[config.mk]
export PLATFORM = sky130hd
export DESIGN_NAME = odd_clk_divider
export DESIGN_NICKNAME = d
export VERILOG_FILES = /design/src/rtl/odd_clk_divider.sv
export SDC_FILE = /design/constraint.sdc
export NUM_CORES = 1
export LEC_CHECK = 0
export CAP_MARGIN = 20
export CORE_MARGIN = 2
export CORE_UTILIZATION = 40
export DETAILED_ROUTE_END_ITERATION = 10
export PLACE_DENSITY = 0.63
export RECOVER_POWER = 50
export SLEW_MARGIN = 15
export SYNTH_ARGS = -nofsm -noshare
export SYNTH_HDL_FRONTEND = slang
export SYNTH_SLANG_ARGS = --single-unit
[constraint.sdc]
create_clock -name clk -period 4.6 [get_ports clk]
set_input_delay 0.92 -clock clk [delete_from_list [all_inputs] [get_ports clk]]
set_output_delay 0.92 -clock clk [all_outputs]
set_load 0.03 [all_outputs]
[src/rtl/odd_clk_divider.sv]
// rtl/odd_clk_divider.sv - programmable 50% duty clock divider with glitch-free divisor reload
module odd_clk_divider #(
    parameter int DIV_WIDTH   = 8,
    parameter int DEFAULT_DIV = 5
) (
    input  logic                 clk,
    input  logic                 rst_n,
    input  logic                 en,
    input  logic [DIV_WIDTH-1:0] div_in,
    input  logic                 div_load,
    output logic                 div_ack,
    output logic                 div_err,
    output logic [DIV_WIDTH-1:0] div_active,
    output logic                 tick,
    output logic                 clk_odd
);

    localparam logic [DIV_WIDTH-1:0] DEF_DIV = DIV_WIDTH'(DEFAULT_DIV);
    localparam logic [DIV_WIDTH-1:0] ONE     = DIV_WIDTH'(1);
    localparam logic [DIV_WIDTH-1:0] TWO     = DIV_WIDTH'(2);
    localparam logic [DIV_WIDTH:0]   ONE_W   = (DIV_WIDTH+1)'(1);

    // Phase counter and divisor state
    logic [DIV_WIDTH-1:0] cnt;
    logic [DIV_WIDTH-1:0] cnt_nxt;
    logic [DIV_WIDTH-1:0] pend_div;
    logic                 pend_vld;
    logic [DIV_WIDTH-1:0] div_nxt;

    // run_q remembers that the previous cycle was enabled, so the first
    // enabled cycle always restarts at cnt=0 with a full high phase.
    logic                 run_q;

    // Output-shaping flops: pos_q is the posedge phase, neg_q its
    // half-cycle delayed copy, odd_q the odd/even select aligned to pos_q.
    logic                 pos_q;
    logic                 neg_q;
    logic                 odd_q;

    // One extra bit so ceil(N/2) cannot overflow for N = 2^DIV_WIDTH-1.
    logic [DIV_WIDTH:0]   half_nxt;
    logic                 pos_nxt;
    logic                 tick_nxt;

    logic                 load_ok;
    logic                 load_bad;
    logic                 wrap;
    logic                 idle;
    logic                 apply;

    assign load_ok  = div_load && (div_in >= TWO);
    assign load_bad = div_load && (div_in < TWO);

    // Last cycle of a running period; the next edge starts a new period.
    assign wrap     = run_q && (cnt == div_active - ONE);

    // Not running (now or at the coming edge): no period to corrupt.
    assign idle     = !en || !run_q;

    // A pending divisor is applied only where clk_odd is at a period boundary
    // or held low, so the output cannot produce a runt pulse. The pending value
    // seen here is the old one, so a load on the same edge waits a period.
    assign apply    = pend_vld && (wrap || idle);

    assign div_nxt  = apply ? pend_div : div_active;

    // Next phase count: advance while running, restart at 0 on wrap or start.
    always_comb begin
        cnt_nxt = '0;
        if (en && run_q && !wrap) begin
            cnt_nxt = cnt + ONE;
        end
    end

    // High-phase length and per-cycle outputs for the cycle about to start,
    // using the divisor that will be in force during that cycle.
    always_comb begin
        half_nxt = ({1'b0, div_nxt} + ONE_W) >> 1;
        pos_nxt  = en && ({1'b0, cnt_nxt} < half_nxt);
        tick_nxt = en && (cnt_nxt == '0);
    end

    // Posedge state: counter, phase flop, divisor handshake.
    always_ff @(posedge clk or negedge rst_n) begin
        if (!rst_n) begin
            cnt        <= '0;
            run_q      <= 1'b0;
            pos_q      <= 1'b0;
            odd_q      <= DEF_DIV[0];
            tick       <= 1'b0;
            div_active <= DEF_DIV;
            pend_div   <= DEF_DIV;
            pend_vld   <= 1'b0;
            div_ack    <= 1'b0;
            div_err    <= 1'b0;
        end else begin
            cnt        <= cnt_nxt;
            run_q      <= en;
            pos_q      <= pos_nxt;
            odd_q      <= div_nxt[0];
            tick       <= tick_nxt;
            div_active <= div_nxt;
            div_ack    <= apply;
            div_err    <= load_bad;
            if (load_ok) begin
                pend_div <= div_in;
                pend_vld <= 1'b1;
            end else if (apply) begin
                pend_vld <= 1'b0;
            end
        end
    end

    // Half-cycle delayed phase; its AND with pos_q trims the leading half
    // period so odd divisors still get 50% duty.
    always_ff @(negedge clk or negedge rst_n) begin
        if (!rst_n) begin
            neg_q <= 1'b0;
        end else begin
            neg_q <= pos_q;
        end
    end

    // Output is built only from flops; no input reaches clk_odd directly.
    always_comb begin
        clk_odd = odd_q ? (pos_q & neg_q) : pos_q;
    end

endmodule

==> results.txt <==
----------------------------------------------------
[Outcome]
  Result of the run ... finished, violations left
  Violated checks ... capacitance limit, slew limit

[Critical path]
  Crit path DAT ... 3460 ps
  Setup crit start kind ... flop
  Critical Path, Cell by Cell ... o21a_1 > dlygate4sd2_1
  Max FO, Critical Path ... 1
  Worst Setup End Kind ... output port
  Critical path class ... reg -> out
  Required time at the endpoint of the critical path ... 3680 ps
  Largest stage delay, worst path ... 390 ps
  Reg2Reg Depth ... 19
  Critical-path top delay cell ... sky130_fd_sc_hd__dlygate4sd2_1

[Drt]
  Antenna viol nets, final ... 0
  Average wire per cell in the routed design ... 15.01 µm
  Number of vias per cell ... 5.265
  Drt total wl ... 4.653 mm
  Routed vias ... 1632
  Final routed DRC violation total ... 0
  Number of DRC markers after the initial detailed-route iteration ... 67
  First-pass DRT Iterations ... 4

[Clock tree]
  Num Clock Sinks ... 31
  # Post-CTS Setup Buffers ... 0
  Longest Clk Path Bufs ... 2
  Clock tree from TritonCTS ... done
  Clock buffers created by TritonCTS ... 5
  Maximum level of the CTS H-tree ... 2
  Post-CTS Hold Fix Bufs ... 0
  Resized Gates After CTS ... 1
  Worst-Skew Late Latency ... 290 ps
  Clock root buffer ... sky130_fd_sc_hd__clkbuf_8
  Clock-pin slew of the registers on the worst-case setup and hold paths ... 60 ps

[Layout]
  Most frequent standard cell in the layout excluding fill and tap cells ... sky130_fd_sc_hd__dfrtp_1
  Final-layout fill cell count ... 495
  ANT cells ... 0
  Count of nets after finishing ... 262
  Final core occ ... 48.65%
  Area of the multi-input gates ... 0.001232 mm²
  Fraction of final layout cells sized beyond drive strength 1 ... 14.58%
  FF/Latch Area ... 780.7 µm²
  Synthesis-to-finish area growth ... 18.07%
  Most frequent cells in the layout ... sky130_fd_sc_hd__dfrtp_1, sky130_fd_sc_hd__nand2_1, sky130_fd_sc_hd__xnor2_1
  Final cell count without fillers ... 310
  Summed area of non-filler cells in the final layout ... 0.002485 mm²

[Yosys]
  Cells after Synth ... 218
  Number of enable-type register cells in the synthesized netlist ... 0
  Library cell occupying the most area in the post-synthesis netlist ... sky130_fd_sc_hd__dfrtp_1
  Per-instance average area after synthesis ... 9.654 µm²
  Mapped Nets ... 240
  Fraction of post-synthesis cell area in the top cell type by area ... 30.92%
  Number of different library cells in the post-synthesis netlist ... 56
  Mapped Area ... 0.002105 mm²
  Number of synthesis warnings ... 0
  Top cells by area in the synthesized netlist ... sky130_fd_sc_hd__dfrtp_1, sky130_fd_sc_hd__xnor2_1, sky130_fd_sc_hd__ha_1, sky130_fd_sc_hd__mux2_4, sky130_fd_sc_hd__dfstp_2
  Register bit total from synthesis ... 31
  Share of synthesized area occupied by flip-flops and latches ... 37.10%
  Most instantiated flip-flop cell in the synthesis netlist ... sky130_fd_sc_hd__dfrtp_1
  Async set or reset register ratio after synthesis ... 100.0%

[Placement]
  Final weighted congestion in routability-driven placement ... 0.8544
  Number of port buffers ... 23
  Worst slack, placed ... 94.53 ps
  Total placed cells including tap cells ... 303
  Detailed-placement wirelength estimate ... 3.449 mm
  Area of placed instances ... 0.002394 mm²

[Die]
  Core Rows ... 26
  Die Wd ... 76.54 µm
  Vertical die dimension ... 76.54 µm
  Core Footprint ... 0.005107 mm²
  Total die area ... 0.005858 mm²
  Initial cell density of the core ... 41.21%
  I/O pin count ... 24

[STA]
  Worst relative slew slack ... -6.984%
  Setup violators final ... 0
  Shortest period the worst path allows ... 4376 ps
  Total count of max-transition violations in the final report ... 31
  Largest clock skew in the final design ... 7.960 ps
  Final number of hold-violating endpoints ... 0
  Fraction of the cycle the final worst path needs ... 95.13%
  Least-Margin Pin Slew ... 1605 ps
  Final worst slack ... 223.8 ps
  Fmax achieved ... 0.2285 GHz

[Job]
  Count of maximum capacitance violations ... 1

[Worst hold path]
  Hold Path Stages ... 2
  Path type of the worst min-delay path ... reg -> reg

[Pwr]
  Net switching power of the design ... 367.3 µW
  Pwr/cell area ... 396.4 mW/mm²
  Sum of internal, switching and leakage power ... 985.0 µW
  Combinational Power Share ... 40.7%
  Internal Dissipation ... 617.7 µW
  LEAKAGE ... 0.001065 µW
  Max VDD drop ... 0.2165 mV
  Clock group share of total power ... 21.8%
  Sequential share of power ... 37.5%
  Switching share of power ... 37.29%

[GRT]
  Pin count of the biggest net entering global routing ... 31
  First-pass GRT wire length ... 8.004 mm
  Overflow left after global routing ... 0
  Total Routing Usage GR ... 17.29%
  Initial antenna violation count ... 0
  Via count of the first global-routing pass ... 1622

----------------------------------------------------
==> registers in the layout, summed over array words and instances, names as in the netlist <==
name        cells
cnt             8
pos_q           1
div_ack         1
div_err         1
neg_q           1
div_active      8
pend_div        8
run_q           1
tick            1
pend_vld        1
==> per-layer routing <==
metal	global-route usage (%)	up-vias	wire [µm]
li1	-	816	-
met1	24.17	787	2275
met2	26.99	25	2178
met3	2.844	4	137
met4	6.364	0	62
met5	0	-	0
==> power by group through the flow <==
stage	Combinational [µW]	Clock [µW]	Sequential [µW]
floorplan	261	0	386
global placement	401	0	375
detailed placement	404	0	374
CTS	402	222	369
global route	438	232	377
finish	401	215	369
==> kinds of logic after synthesis <==
group | Yosys count | synth area share (%)
AND/OR/NAND/NOR | 89 | 22.24
flip-flops | 31 | 37.10
AO/OA/AOI/OAI | 29 | 10.94
XOR/XNOR | 25 | 10.40
buffers and inverters | 20 | 4.756
multiplexers | 14 | 8.621
adder cells (fa/ha/maj) | 10 | 5.945
==> synth_stat cells, types with 2 or more instances <==
| master | instances |
|---|---|
| sky130_fd_sc_hd__a211oi_1 | 2 |
| sky130_fd_sc_hd__a21oi_1 | 3 |
| sky130_fd_sc_hd__and2_1 | 2 |
| sky130_fd_sc_hd__and3_1 | 4 |
| sky130_fd_sc_hd__and4_1 | 2 |
| sky130_fd_sc_hd__buf_2 | 5 |
| sky130_fd_sc_hd__clkbuf_1 | 5 |
| sky130_fd_sc_hd__dfrtp_1 | 26 |
| sky130_fd_sc_hd__dfstp_2 | 4 |
| sky130_fd_sc_hd__ha_1 | 10 |
| sky130_fd_sc_hd__inv_1 | 6 |
| sky130_fd_sc_hd__mux2_4 | 8 |
| sky130_fd_sc_hd__mux2i_1 | 5 |
| sky130_fd_sc_hd__nand2_1 | 25 |
| sky130_fd_sc_hd__nand2b_1 | 7 |
| sky130_fd_sc_hd__nand3_1 | 17 |
| sky130_fd_sc_hd__nand4_1 | 3 |
| sky130_fd_sc_hd__nand4b_1 | 2 |
| sky130_fd_sc_hd__nor2_1 | 13 |
| sky130_fd_sc_hd__nor3_1 | 4 |
| sky130_fd_sc_hd__o21a_1 | 4 |
| sky130_fd_sc_hd__o21ai_0 | 2 |
| sky130_fd_sc_hd__o21ai_1 | 2 |
| sky130_fd_sc_hd__or4_1 | 2 |
| sky130_fd_sc_hd__xnor2_1 | 18 |
| sky130_fd_sc_hd__xor2_1 | 7 |
==> final cells by class <==
type / instances / share of cell area, %
flip-flops and latches: 31 / 31.42
repair buffers: 28 / 10.57
clock inverters: 1 / 0.2014
well taps: 70 / 3.525
inverters: 7 / 1.360
clock buffers: 6 / 3.323
multi-input cells: 167 / 49.60
==> worst max-delay path: cells and delay by family (launching register included) <==
kind,cells,cell delay (ps)
buf+inv,1,390
compound gates,1,100
flops,1,380
==> path summary, 6_finish.rpt <==
check / from / endpoint / slack [ps]
setup / recovery: neg_q$_DFF_NN0_ / clk_odd / 220
hold / removal: pend_div[2]$_DFFE_PN1P_ / pend_div[2]$_DFFE_PN1P_ / 510
setup reg to reg: div_active[0]$_DFF_PN1_ / pos_q$_DFF_PN0_ / 220
hold reg to reg: pend_div[2]$_DFFE_PN1P_ / pend_div[2]$_DFFE_PN1P_ / 510
max in group asynchronous: rst_n / neg_q$_DFF_NN0_ / 1400
min in group asynchronous: rst_n / pos_q$_DFF_PN0_ / 1640
==> per-stage QoR <==
step                      setup TNS, ps  hold WS, ps
after floorplan                       0        469.5
after global placement                0        501.6
after detailed placement              0        504.5
after CTS                             0        515.5
after global routing             -3.523        539.6
final                                 0        512.6
Note: power is estimated with default switching activity, not from simulation.
